[src/rtl/piece_queue.sv]
// piece_queue: consumer end of the block-generator interface.
//
// Blocks offered on gen_* are accepted over a valid/ready handshake into a small circular
// preview FIFO. When the game FSM pulses spawn_req, the head entry is popped into act_*. If
// the FIFO is empty, the request waits for the next block and is then served. The queue head
// is exposed as a preview on next_*. Blocks with an illegal shape (>6) still complete the
// handshake, but they are discarded and the sticky err_shape flag is set.
//
// Optional feature: define HOLD_PIECE_EN to enable the hold/swap slot driven by hold_req.
// When it is not defined, hold_req is ignored and hold_valid/hold_shape are tied to 0.
//
// Parameters
//   QDEPTH     preview FIFO depth in entries (2..7)
//   SPAWN_POS  position given to a piece swapped in from the hold slot
// Ports
//   clk, reset                        clock, asynchronous active-high reset
//   gen_valid/shape/rot/pos, gen_ready  generator handshake
//   spawn_req, hold_req               one-cycle request pulses from the game FSM
//   spawn_ack                         one-cycle pulse: act_* was just loaded
//   act_valid/shape/rot/pos           active piece
//   next_valid, next_shape            queue-head preview (shape 0 when empty)
//   hold_valid, hold_shape            hold slot
//   q_count                           number of queued entries
//   err_shape                         sticky illegal-shape flag
module piece_queue #(
  parameter int unsigned QDEPTH    = 3,
  parameter logic [7:0]  SPAWN_POS = 8'd128
) (
  input  logic                        clk,
  input  logic                        reset,
  input  logic                        gen_valid,
  input  logic [3:0]                  gen_shape,
  input  logic [1:0]                  gen_rot,
  input  logic [7:0]                  gen_pos,
  output logic                        gen_ready,
  input  logic                        spawn_req,
  input  logic                        hold_req,
  output logic                        spawn_ack,
  output logic                        act_valid,
  output logic [3:0]                  act_shape,
  output logic [1:0]                  act_rot,
  output logic [7:0]                  act_pos,
  output logic                        next_valid,
  output logic [3:0]                  next_shape,
  output logic                        hold_valid,
  output logic [3:0]                  hold_shape,
  output logic [$clog2(QDEPTH+1)-1:0] q_count,
  output logic                        err_shape
);

  localparam int unsigned CntW = $clog2(QDEPTH + 1);
  localparam int unsigned PtrW = $clog2(QDEPTH);

  localparam logic [0:0] StIdle = 1'b0;
  localparam logic [0:0] StWait = 1'b1;

  typedef struct packed {
    logic [3:0] shape;
    logic [1:0] rot;
    logic [7:0] pos;
  } entry_t;

  entry_t          mem_q [QDEPTH];
  logic [PtrW-1:0] wr_ptr_q, rd_ptr_q;
  logic [CntW-1:0] count_q, count_d;
  logic [0:0]      state_q, state_d;
  logic            push, push_keep, pop, q_nonempty;
  entry_t          head;
  logic            err_q;

  logic            spawn_ack_q, spawn_ack_d;
  logic            act_valid_q, act_valid_d;
  logic [3:0]      act_shape_q, act_shape_d;
  logic [1:0]      act_rot_q, act_rot_d;
  logic [7:0]      act_pos_q, act_pos_d;

`ifdef HOLD_PIECE_EN
  logic            hold_valid_q, hold_valid_d;
  logic [3:0]      hold_shape_q, hold_shape_d;
  // Set once a hold has been used for the current piece; cleared by a normal spawn.
  logic            hold_used_q, hold_used_d;
`else
  logic            unused_hold_req;
  assign unused_hold_req = hold_req;
`endif

  function automatic logic [PtrW-1:0] ptr_inc(input logic [PtrW-1:0] p);
    return (p == PtrW'(QDEPTH - 1)) ? '0 : p + PtrW'(1);
  endfunction

  // Readiness depends only on the registered count, so a full queue stays closed even in a
  // cycle that pops.
  assign gen_ready  = !reset && (count_q != CntW'(QDEPTH));
  assign push       = gen_valid && gen_ready;
  assign push_keep  = push && (gen_shape <= 4'd6);
  assign q_nonempty = (count_q != '0);
  assign head       = mem_q[rd_ptr_q];

  always_comb begin
    state_d     = state_q;
    pop         = 1'b0;
    spawn_ack_d = 1'b0;
    act_valid_d = act_valid_q;
    act_shape_d = act_shape_q;
    act_rot_d   = act_rot_q;
    act_pos_d   = act_pos_q;
`ifdef HOLD_PIECE_EN
    hold_valid_d = hold_valid_q;
    hold_shape_d = hold_shape_q;
    hold_used_d  = hold_used_q;
`endif
    case (state_q)
      StIdle: begin
        if (spawn_req) begin
`ifdef HOLD_PIECE_EN
          hold_used_d = 1'b0;
`endif
          if (q_nonempty) pop = 1'b1;
          else            state_d = StWait;
        end
`ifdef HOLD_PIECE_EN
        else if (hold_req && act_valid_q && !hold_used_q) begin
          hold_used_d  = 1'b1;
          hold_shape_d = act_shape_q;
          if (hold_valid_q) begin
            // Swap: the held piece re-enters at the spawn point, unrotated.
            act_shape_d = hold_shape_q;
            act_rot_d   = '0;
            act_pos_d   = SPAWN_POS;
            spawn_ack_d = 1'b1;
          end else begin
            // Park the active piece and fetch a fresh one like a spawn.
            hold_valid_d = 1'b1;
            act_valid_d  = 1'b0;
            if (q_nonempty) pop = 1'b1;
            else            state_d = StWait;
          end
        end
`endif
      end
      StWait: begin
        if (q_nonempty) begin
          pop     = 1'b1;
          state_d = StIdle;
        end
      end
    endcase
    if (pop) begin
      act_valid_d = 1'b1;
      act_shape_d = head.shape;
      act_rot_d   = head.rot;
      act_pos_d   = head.pos;
      spawn_ack_d = 1'b1;
    end
  end

  always_comb begin
    case ({push_keep, pop})
      2'b10:   count_d = count_q + CntW'(1);
      2'b01:   count_d = count_q - CntW'(1);
      default: count_d = count_q;
    endcase
  end

  // Storage needs no reset: an entry is only read after it has been written.
  always_ff @(posedge clk) begin
    if (push_keep) mem_q[wr_ptr_q] <= '{shape: gen_shape, rot: gen_rot, pos: gen_pos};
  end

  always_ff @(posedge clk or posedge reset) begin
    if (reset) begin
      wr_ptr_q    <= '0;
      rd_ptr_q    <= '0;
      count_q     <= '0;
      state_q     <= StIdle;
      err_q       <= 1'b0;
      spawn_ack_q <= 1'b0;
      act_valid_q <= 1'b0;
      act_shape_q <= '0;
      act_rot_q   <= '0;
      act_pos_q   <= SPAWN_POS;
    end else begin
      if (push_keep) wr_ptr_q <= ptr_inc(wr_ptr_q);
      if (pop)       rd_ptr_q <= ptr_inc(rd_ptr_q);
      if (push && (gen_shape > 4'd6)) err_q <= 1'b1;
      count_q     <= count_d;
      state_q     <= state_d;
      spawn_ack_q <= spawn_ack_d;
      act_valid_q <= act_valid_d;
      act_shape_q <= act_shape_d;
      act_rot_q   <= act_rot_d;
      act_pos_q   <= act_pos_d;
    end
  end

`ifdef HOLD_PIECE_EN
  always_ff @(posedge clk or posedge reset) begin
    if (reset) begin
      hold_valid_q <= 1'b0;
      hold_shape_q <= '0;
      hold_used_q  <= 1'b0;
    end else begin
      hold_valid_q <= hold_valid_d;
      hold_shape_q <= hold_shape_d;
      hold_used_q  <= hold_used_d;
    end
  end

  assign hold_valid = hold_valid_q;
  assign hold_shape = hold_shape_q;
`else
  assign hold_valid = 1'b0;
  assign hold_shape = '0;
`endif

  assign spawn_ack  = spawn_ack_q;
  assign act_valid  = act_valid_q;
  assign act_shape  = act_shape_q;
  assign act_rot    = act_rot_q;
  assign act_pos    = act_pos_q;
  assign next_valid = q_nonempty;
  assign next_shape = q_nonempty ? head.shape : '0;
  assign q_count    = count_q;
  assign err_shape  = err_q;

endmodule

[config.mk]
export PLATFORM = sky130hd
export DESIGN_NAME = piece_queue
export DESIGN_NICKNAME = d
export VERILOG_FILES = /design/src/rtl/piece_queue.sv
export SDC_FILE = /design/constraint.sdc
export NUM_CORES = 1
export LEC_CHECK = 0
export ABC_CLOCK_PERIOD_IN_PS = 4600
export CORE_MARGIN = 8
export CORE_UTILIZATION = 50
export CTS_CLUSTER_DIAMETER = 40
export CTS_CLUSTER_SIZE = 14
export DETAILED_ROUTE_END_ITERATION = 16
export PLACE_DENSITY = 0.85
export RECOVER_POWER = 50
export SETUP_SLACK_MARGIN = 0.05
export SYNTH_ARGS = -nofsm -noshare
export SYNTH_HDL_FRONTEND = slang
export SYNTH_SLANG_ARGS = --single-unit
[constraint.sdc]
create_clock -name clk -period 4.6 [get_ports clk]
set_input_delay 0.46 -clock clk [delete_from_list [all_inputs] [get_ports clk]]
set_output_delay 0.46 -clock clk [all_outputs]
set_load 0.02 [all_outputs]
== Word-level counts from Yosys, hierarchy flattened ==
Memory sizes are Yosys's and may differ from the RTL's.
Cells that the tools add are included.

* Input port bits: 19
* Bits in writable memories: 42
* Memories kept: 1
* Bits in read-only memories: 0
* Word-level logic and storage cells: 43
* Bits in latches: 0
* Bits in registers: 24

* Mux-type cells: 13
* Magnitude comparators: 2
* Bitwise gates (word level): 1
* Shift operators: 0
* Divide/modulo/power cells: 0
* Add/sub/neg operators: 4
* $mul: 0
* Reduce and logical (&&, ||, !) cells: 7
* Equality and inequality tests: 5

{| class="wikitable"
|+ Memories
! name !! depth !! bits a word !! rd ports !! clocked after memory_dff !! wr ports !! line !! RTL
|-
| mem_q || 3 || 14 || 1 || 0 || 1 || 63 || <nowiki>entry_t mem_q [QDEPTH];</nowiki>
|}

{| class="wikitable"
|+ Operators with widths
! kind !! count
|-
| $mux 1 || 7
|-
| $add 2x1->2 const B || 3
|-
| $eq 2x2->1 const B || 3
|-
| $gt 4x3->1 const B || 1
|-
| $le 4x3->1 const B || 1
|-
| $logic_and 1x1->1 || 4
|-
| $mux 2 || 2
|-
| $mux 4 || 1
|-
| $pmux 1 s2 || 2
|-
| $pmux 2 s2 || 1
|-
| $reduce_bool 2->1 || 2
|-
| $eq 2x1->1 const B || 1
|-
| $ne 2x2->1 const B || 1
|-
| $sub 2x1->2 const B || 1
|-
| $logic_not 1->1 || 1
|-
| $not 1->1 || 1
|}

== Longest topological paths before layout ==
Gate-level depths: netlist (run 1).

* Depth in word-level cells: 6
* Gate-level depth with buffers: 7

== Worst setup path before layout (run 1) ==
OpenSTA, ideal clock, no wires.

* Kind: register to register
* From: register count_q[0] (netlist: q_count[0])
* To: memory mem_q[2][0] (netlist bit) (enable)
* Stages on the path, launching flop included: 4
* Buffers on the path: 0
* Library setup time: 406 ps
* Arrival time: 2235 ps
* Slack: 1959 ps
* Required time: 4194 ps
* Clock period less this slack: 2641 ps
* Cell sequence: dfrtp_1 -> a21oi_2 -> nand3_2 -> nor3b_1

* Word-level cells in the longest chain between the ends: 6

{| class="wikitable"
|+ Ends and longest elaborated chain
! what !! line !! RTL
|-
| start: declaration || 65 || <nowiki>logic [CntW-1:0] count_q, count_d;</nowiki>
|-
| start signal: assignment || 186 || <nowiki>count_q <= count_d;</nowiki>
|-
| $ne 2x2->1 || 93 || <nowiki>assign gen_ready = !reset && (count_q != CntW'(QDEPTH));</nowiki>
|-
| $logic_and 1x1->1 || 93 ||
|-
| named net gen_ready || 35 || <nowiki>output logic gen_ready,</nowiki>
|-
| $logic_and 1x1->1 || 94 || <nowiki>assign push = gen_valid && gen_ready;</nowiki>
|-
| $logic_and 1x1->1 || 95 || <nowiki>assign push_keep = push && (gen_shape <= 4'd6);</nowiki>
|-
| $mux 1 || 167 || <nowiki>if (push_keep) mem_q[wr_ptr_q] <= '{shape: gen_shape, rot: gen_rot, pos: gen_pos};</nowiki>
|-
| $mux 1 (implied by the code) || 167 ||
|-
| end: declaration || 63 ||
|}

The timed path passes the listed nets, and every way through them passes these cells.

== Worst setup path in the final report (run 1) ==
* From: input spawn_req
* To: register count_q[1] (netlist: q_count[1])

* Word-level cells in the longest chain between the ends: 4
* Elaborated cells between the ends (all ways): 6

{| class="wikitable"
|+ Ends and longest elaborated chain
! what !! line !! RTL
|-
| start: declaration || 36 || <nowiki>input logic spawn_req,</nowiki>
|-
| $mux 1 (*) || 114 || <nowiki>if (spawn_req) begin</nowiki>
|-
| $pmux 1 s2 (*) || 112 || <nowiki>case (state_q)</nowiki>
|-
| $eq 2x1->1 or $eq 2x2->1 (tied branches) || 158 || <nowiki>case ({push_keep, pop})</nowiki>
|-
| $pmux 2 s2 or $reduce_bool 2->1 (tied branches) || -- ||
|}

Mark *: on every way between the ends. The rest lies on a longest branch, timed or not.
A chain may end at the register's enable or synchronous reset.

==> flow_summary.yaml, run 1 <==
outcome:
  outcome: "completed"
sta:
  tightest_slew_ps: 1194
  slew_viol_final: 0
  max_freq_mhz: 340.2
  setup_viol: 0
  timing.final.ws_setup_ps: 1660
  maxSlewHeadroom_pct: 20.08
  final_hold_viol_count: 0
  finalCriticalPeriod_ps: 2940
  skew_ps: 3.945
  tns_ps: 0
  min_period_over_period_pct: 63.91
  rsz0062_at_grt: "false"
yosys:
  syn-instance-count: 172
  synth-simple-area-share_pct: 7.571
  synth.mux.area_fraction_pct: 10.24
  synth_area_per_cell_um2: 15.28
  synth_cell_type_count: 31
  synth_fa_ha_area_share_pct: 0.4762
  ys_warn_count: 0
  ys_ff_latch: 66
  synth_top_family_by_area: "multiplexers"
  yosysTopAreaCellShare_pct: 48.00
  synth_compound_area_share_pct: 6.381
  synth_xor_xnor_area_share_pct: 1.000
  synth_area_leader_cell: "edfxtp_1"
  synth.area.top_cells: "edfxtp_1, dfrtp_1, mux2_4, mux2i_1, nor2b_1"
  syn_area_mm2: 0.002628
  synth-seq-area-share_pct: 70.90
worst_setup_path:
  timing.rr.end: "q_count[1]"
  cp_cell_sequence: "dlygate4sd3_1 > o22ai_1 > inv_1 > ha_1 > nor2_1 > xor2_1"
  reg2reg_depth: 5
  critPathSlowestCell: "o22ai_1"
  cp-start-kind: "primary input"
  cp_num_buf_inv: 2
  r2r-start: "q_count[0]"
  path_class: "primary input to flop"
  cp_slowest_stage_delay_ps: 780
  crit_fanout: 14
  critPathArrivalTime_ps: 3200
  cp-end-kind: "flop"
  crit_required_ps: 4860
  ff2ff_setup_slack_ps: 1850
  crit_family: "buffers and inverters"
clock_network:
  clockBufferDepth: 2
  ctsHoldBuffers: 0
  clock_latency_ps: 330
  cts_tree: "yes"
  cts_resized: 0
  cts_sinks: 66
  htreeDepth: 3
  cts_setup_buffers: 0
  cts-buffers-inserted: 9
  clkTransAtPathRegs_ps: 70
  clock-root-buffer: "clkbuf_8"
placed_design:
  gp_congestion: 0.6614
  dp_hpwl_um: 3080
  place_ws_ps: 1649
  io_buffers: 42
grt:
  grt_overflow_total: 0
  antenna_found_initial: 0
  grt_max_degree: 32
  grt_use_total_pct: 12.88
  grt_pass1_wl_um: 7293
  grt_pass1_vias: 1529
drt:
  met1Wirelength_um: 1757
  drt_iter0_drc: 68
  vias: 1451
  wl_um: 4489
  wl_per_cell_um: 15.32
  wl_met3_um: 267
  drc: 0
  dr.pass1.iters: 6
  viasPerCell: 4.952
  met2_length_um: 2408
  ant_nets: 0
  highest_layer: "met4"
cells_and_area:
  fillers: 409
  syn_to_final_growth_pct: 24.76
  mostFrequentLayoutCells: "edfxtp_1, clkdlybuf4s50_1, dfrtp_1, dlygate4sd3_1, nand2_1"
  multiInputGateArea_um2: 684.4
  final_common_cell: "edfxtp_1"
  num_antenna_cells: 0
  register_area_mm2: 0.001863
  drive_gt1_share_pct: 14.80
  fin_nets: 238
floorplanning:
  initial_core_util_pct: 51.78
  die_x_um: 88.49
  core-area_mm2: 0.005075
  dieArea_mm2: 0.007830
  io_pins: 49
  die_h_um: 88.49
  rows: 26
power:
  peakVddDrop_v: 0.0003761
  power_density_mw_per_mm2: 647.3
  p_leak_nw: 1.236
worst_hold_path:
  hold_depth: 1
  min_to: "act_valid"
  hold_class: "flop to flop"
  hold_start: "act_valid"
run:
  cap_violations: 0
## flip-flops by register name (all words and copies together) (netlist names), 2 cells and up
register   cells
mem_q         42
act_pos        8
rd_ptr_q       2
act_rot        2
wr_ptr_q       2
q_count        2
act_shape      4
## final cells by class
| class | count | area share [%] |
|---|---|---|
| Timing Repair Buffer | 43 | 13.05 |
| Tap cell | 70 | 2.672 |
| Clock buffer | 11 | 4.618 |
| Inverter | 3 | 0.3435 |
| Clock inverter | 5 | 1.603 |
| Sequential cell | 66 | 56.83 |
| Multi-Input combinational cell | 95 | 20.88 |
## per-stage QoR
| step | instances | utilization [%] | instance area (um^2) | power, mW | hold WS, ps |
|---|---|---|---|---|---|
| after floorplan | 176 | - | 2643 | 1.373 | 473.9 |
| after global routing | 293 | 64.60 | 3278 | 2.240 | 502.4 |
| after global placement | 277 | 60.95 | 3093 | 1.649 | 451.0 |
| after detailed placement | 277 | 60.95 | 3093 | 1.677 | 455.2 |
| after CTS | 293 | 64.97 | 3297 | 2.159 | 471.7 |
| final | 293 | 64.60 | 3278 | 2.122 | 463.1 |
## how the worst max path moves through the flow
| stage | end | cells past startpoint | from | slack, ps |
|---|---|---|---|---|
| after floorplan | mem_q[2][0] | 3 | q_count[0] | 1960 |
| after global placement | mem_q[2][2] | 4 | gen_shape[2] | 1770 |
| after detailed placement | mem_q[2][2] | 4 | gen_shape[2] | 1650 |
| after CTS | next_shape[1] | 3 | rd_ptr_q[0] | 1750 |
| after global routing | q_count[1] | 6 | spawn_req | 1530 |
| final | q_count[1] | 6 | spawn_req | 1660 |
## logic make-up (layout without fill, tap and decap cells)
family                   after synthesis  count (layout)
multiplexers                          22              22
buffers and inverters                 15              62
adder cells (fa/ha/maj)                1               1
AND/OR/NAND/NOR                       40              40
flip-flops                            66              66
AO/OA/AOI/OAI                         24              24
XOR/XNOR                               3               3
other                                  1               5
## synthesized netlist by cell type, drive strengths merged
master	instances
inv	3
nand2	15
o22ai	1
o21ai	10
ha	1
buf	9
a21oi	1
nor3b	2
edfxtp	42
nor2b	10
mux2	12
clkbuf	3
xnor2	2
a31oi	1
nor2	5
nand2b	1
xor2	1
conb	1
mux2i	10
dfrtp	23
a211oi	4
nor3	6
nand3	1
o31ai	4
a21o	2
dfstp	1
o21bai	1
## routing by layer
layer / GRT usage [%] / vias to the layer above
met5: 0 / -
met4: 5.837 / 0
li1: - / 709
met3: 5.107 / 6
met1: 13.21 / 700
met2: 22.54 / 36
## report_power, final
| part | internal [mW] | total, mW | switching, mW |
|---|---|---|---|
| registers | 0.753 | 0.886 | 0.133 |
| logic | 0.401 | 0.750 | 0.349 |
| clock network | 0.277 | 0.486 | 0.209 |
Note: power is estimated with default switching activity, not from simulation.
==> run 2: changes to the inputs <==
- ABC_CLOCK_PERIOD_IN_PS: 4600 -> 2900
- clock period: 4.6 -> 2.9 ns (I/O delays scaled with it)
==> flow_summary.yaml, run 2 (synthesis gave the netlist of run 1 again) <==
outcome:
  outcome: "completed"
power:
  pwr-share-seq_pct: 39.0
  peakVddDrop_v: 0.0005728
  comb_power_share_pct: 37.5
  swShare_pct: 31.31
  p_leak_nw: 1.277
  p_sw_mw: 1.078
  power_density_mw_per_mm2: 1028
  power.internal_mw: 2.366
  clkPwrFrac_pct: 23.6
worst_setup_path:
  reg2reg_depth: 5
  cp_num_buf_inv: 1
  ff2ff_setup_slack_ps: 810
  crit_required_ps: 2610
  cp_cell_sequence: "nor2_1 > nor3_1 > clkdlybuf4s50_1"
  critPathSlowestCell: "clkdlybuf4s50_1"
  cp-end-kind: "primary output"
  path_class: "flop to primary output"
  cp-start-kind: "flop"
  r2r-start: "q_count[0]"
  critPathArrivalTime_ps: 1900
  timing.rr.end: "q_count[1]"
  crit_fanout: 6
  cp_slowest_stage_delay_ps: 640
  crit_family: "buffers and inverters"
worst_hold_path:
  hold_class: "flop to flop"
  min_to: "act_valid"
  hold_start: "act_valid"
  hold_depth: 1
sta:
  max_freq_mhz: 457.5
  final_hold_viol_count: 0
  maxSlewHeadroom_pct: 38.89
  slew_viol_final: 0
  tns_ps: 0
  setup_viol: 0
  min_period_over_period_pct: 75.37
  finalCriticalPeriod_ps: 2186
  timing.final.ws_setup_ps: 714.4
  skew_ps: 9.882
  rsz0062_at_grt: "false"
  tightest_slew_ps: 915.6
drt:
  viasPerCell: 4.837
  ant_nets: 0
  wl_per_cell_um: 14.64
  drc: 0
  dr.pass1.iters: 5
  wl_um: 4391
  vias: 1451
  drt_iter0_drc: 82
cells_and_area:
  layout.cells.non_filler: 300
  fin_nets: 245
  register_area_mm2: 0.001863
  final_common_cell: "edfxtp_1"
  largest_register_ff_count: 42
  syn_to_final_growth_pct: 27.48
  final_core_util_pct: 66.00
  multiInputGateArea_um2: 694.4
  fillers: 381
  top_register: "mem_q"
  mostFrequentLayoutCells: "edfxtp_1, clkdlybuf4s50_1, dfrtp_1, nand2_1, dlygate4sd3_1"
  drive_gt1_share_pct: 15.65
  num_antenna_cells: 0
grt:
  grt_max_degree: 25
  grt_overflow_total: 0
  antenna_found_initial: 0
  grt_use_total_pct: 12.30
  grt_pass1_wl_um: 6975
  grt_pass1_vias: 1438
clock_network:
  clock_latency_ps: 320
  cts_setup_buffers: 0
  clock-root-buffer: "clkbuf_8"
  cts_resized: 0
  cts_tree: "yes"
  clkTransAtPathRegs_ps: 70
  cts_sinks: 66
  htreeDepth: 3
  ctsHoldBuffers: 0
  cts-buffers-inserted: 9
  clockBufferDepth: 2
floorplanning:
  initial_core_util_pct: 51.78
  rows: 26
  core-area_mm2: 0.005075
  dieArea_mm2: 0.007830
  die_h_um: 88.49
  io_pins: 49
  die_x_um: 88.49
placed_design:
  placed_cells: 284
  gp_congestion: 0.7082
  io_buffers: 42
  dp_hpwl_um: 3117
  place_ws_ps: 787.7
run:
  cap_violations: 0
## run 2: final cells by class
class                   count  area share [%]
clock buffers              14           4.557
well taps                  70           2.615
inverters                   3          0.3362
clock inverters             2           1.793
repair buffers             50           14.34
multi-input cells          95           20.73
flip-flops and latches     66           55.62
## run 2: stage by stage
| stage | power, mW | area (um^2) | hold slack, ps |
|---|---|---|---|
| after floorplan | 2.178 | 2643 | 303.9 |
| after global placement | 2.641 | 3146 | 454.2 |
| after detailed placement | 2.675 | 3146 | 461.5 |
| after CTS | 3.496 | 3358 | 480.1 |
| after global routing | 3.623 | 3349 | 498.1 |
| final | 3.444 | 3349 | 472.7 |
## run 2: how the worst max path moves through the flow
stage / start / to / depth (start not counted)
global route: q_count[0] / next_shape[2] / 3
finish: q_count[0] / next_shape[3] / 3
global placement: spawn_req / q_count[1] / 6
floorplan: q_count[0] / mem_q[2][0] / 3
CTS: q_count[0] / next_shape[3] / 3
detailed placement: spawn_req / q_count[1] / 6
## run 2: worst reg2reg max path, cell delays in order, from the launching register on
cell     delay (ps)
dfrtp_1         490
o22ai_4         390
inv_1           410
ha_1            440
nor2_1          140
xor2_1          140
## run 2: routing by layer
metal	GRT usage, %	up-vias	part of all wire [%]
li1	-	724	-
met1	13.02	687	39
met2	20.84	36	54
met3	4.085	4	6.0
met4	7.373	0	0.77
met5	0	-	0
## run 2: power by group through the flow
stage / Sequential (mW) / Combinational, mW / Clock [mW]
2_1_floorplan: 1.47 / 0.705 / 0
3_3_place_gp: 1.36 / 1.28 / 0
3_5_place_dp: 1.36 / 1.31 / 0
4_1_cts: 1.35 / 1.32 / 0.830
5_1_grt: 1.37 / 1.37 / 0.878
6_report: 1.34 / 1.29 / 0.812
==> run 3: changes to the inputs <==
- ABC_CLOCK_PERIOD_IN_PS: 2900 -> 1800
- CORE_UTILIZATION: 50 -> 46
- PLACE_DENSITY: 0.85 -> 0.83
- clock period: 2.9 -> 1.8 ns (I/O delays scaled with it)
==> flow_summary.yaml, run 3 (synthesis gave the netlist of run 1 again) <==
sta:
  timing.final.ws_setup_ps: 102.8
  slew_viol_final: 0
  setup_viol: 0
  max_freq_mhz: 589.2
  maxSlewHeadroom_pct: 59.24
  min_period_over_period_pct: 94.29
  final_hold_viol_count: 0
  rsz0062_at_grt: "true"
  finalCriticalPeriod_ps: 1697
  tightest_slew_ps: 611.5
  skew_ps: 6.968
grt:
  grt_max_degree: 25
  grt_overflow_total: 0
  grt_pass1_wl_um: 8093
  grt_use_total_pct: 12.81
  antenna_found_initial: 0
  grt_pass1_vias: 1644
clock_network:
  clkTransAtPathRegs_ps: 80
  htreeDepth: 3
  clock_latency_ps: 340
  cts_tree: "yes"
  ctsHoldBuffers: 0
  clock-root-buffer: "clkbuf_8"
  clockBufferDepth: 2
  cts-buffers-inserted: 9
  cts_sinks: 66
worst_setup_path:
  critPathArrivalTime_ps: 1520
  cp-start-kind: "flop"
  cp_slowest_stage_delay_ps: 460
  crit_fanout: 9
  path_class: "flop to primary output"
  crit_required_ps: 1620
  ff2ff_setup_slack_ps: 130
  cp-end-kind: "primary output"
  cp_cell_sequence: "nor2b_1 > a211oi_1 > nor3_1 > buf_2"
  critPathSlowestCell: "dfrtp_2"
drt:
  wl_per_cell_um: 16.25
  wl_um: 5006
  vias: 1525
  ant_nets: 0
  drt_iter0_drc: 102
  drc: 0
  viasPerCell: 4.951
  dr.pass1.iters: 4
cells_and_area:
  largest_register_ff_count: 42
  syn_to_final_growth_pct: 30.71
  final_common_cell: "edfxtp_1"
  mostFrequentLayoutCells: "edfxtp_1, clkdlybuf4s50_1, dfrtp_1, nand2_1, dlygate4sd3_1"
  top_register: "mem_q"
  drive_gt1_share_pct: 22.03
  final_core_util_pct: 62.37
  num_antenna_cells: 0
  fin_nets: 251
outcome:
  outcome: "completed"
floorplanning:
  io_pins: 49
  die_h_um: 91.58
  initial_core_util_pct: 47.72
  dieArea_mm2: 0.008386
  die_x_um: 91.58
  rows: 27
  core-area_mm2: 0.005507
power:
  clkPwrFrac_pct: 23.7
  swShare_pct: 33.46
  power_density_mw_per_mm2: 1649
  p_sw_mw: 1.896
  p_leak_nw: 1.314
  pwr-share-seq_pct: 38.4
  comb_power_share_pct: 37.8
  power.internal_mw: 3.769
  peakVddDrop_v: 0.0006474
worst_hold_path:
  hold_class: "flop to flop"
run:
  cap_violations: 0
placed_design:
  dp_hpwl_um: 3468
  place_ws_ps: -149.3
  io_buffers: 42
  gp_congestion: 0.7199
[run 3: timing repair]
action | CTS | global route
pin swaps | 2 | 2
endpoints found under the setup margin | 6 | 5
setup buffers | 0 | 0
gates resized for setup | 16 | 8
[run 3: final cells by class]
class	count	area, um^2
fillers	409	2072
flip-flops and latches	66	1867
multi-input cells	95	726.9
repair buffers	56	521.8
clock buffers	9	123.9
clock inverters	7	93.84
well taps	72	90.09
inverters	3	11.26
[run 3: worst paths after layout]
path | start | to | cells after the start
worst max-delay path | rd_ptr_q[0] | next_shape[1] | 4
worst min-delay path | act_valid | act_valid | 1
worst max register to register | q_count[1] | q_count[1] | 6
worst min register to register | act_valid | act_valid | 1
max in group asynchronous | reset | q_count[1] | 3
min in group asynchronous | reset | act_shape[3] | 3
[run 3: critical path, delay by kind of cell (launching register included)]
family          cells  cell delay, ps
buf+inv             1             220
simple gates        2             420
compound gates      1              70
flops               1             460
[run 3: routing by layer]
layer	track usage [%]	vias up	routed length, um
li1	-	731	-
met1	13.09	733	1921
met2	21.43	48	2590
met3	5.103	13	335
met4	8.186	0	159
met5	0	-	0
[run 3: per-stage QoR]
step	setup TNS, ps	hold slack (ps)	power (mW)	std cells	area, um^2
after global routing	0	496.3	5.965	308	3435
final	0	465.8	5.665	308	3435
after global placement	-232.5	451.2	4.399	292	3263
after CTS	0	265.5	5.812	308	3488
after detailed placement	-2321	457.8	4.480	292	3263
after floorplan	-237.4	193.7	3.560	176	2685
[run 3: power groups by stage]
| stage | registers, mW | logic [mW] | clock network [mW] |
|---|---|---|---|
| final | 2.18 | 2.14 | 1.34 |
| after global placement | 2.20 | 2.20 | 0 |
| after CTS | 2.20 | 2.24 | 1.36 |
| after global routing | 2.23 | 2.30 | 1.43 |
| after detailed placement | 2.22 | 2.26 | 0 |
| after floorplan | 2.40 | 1.16 | 0 |
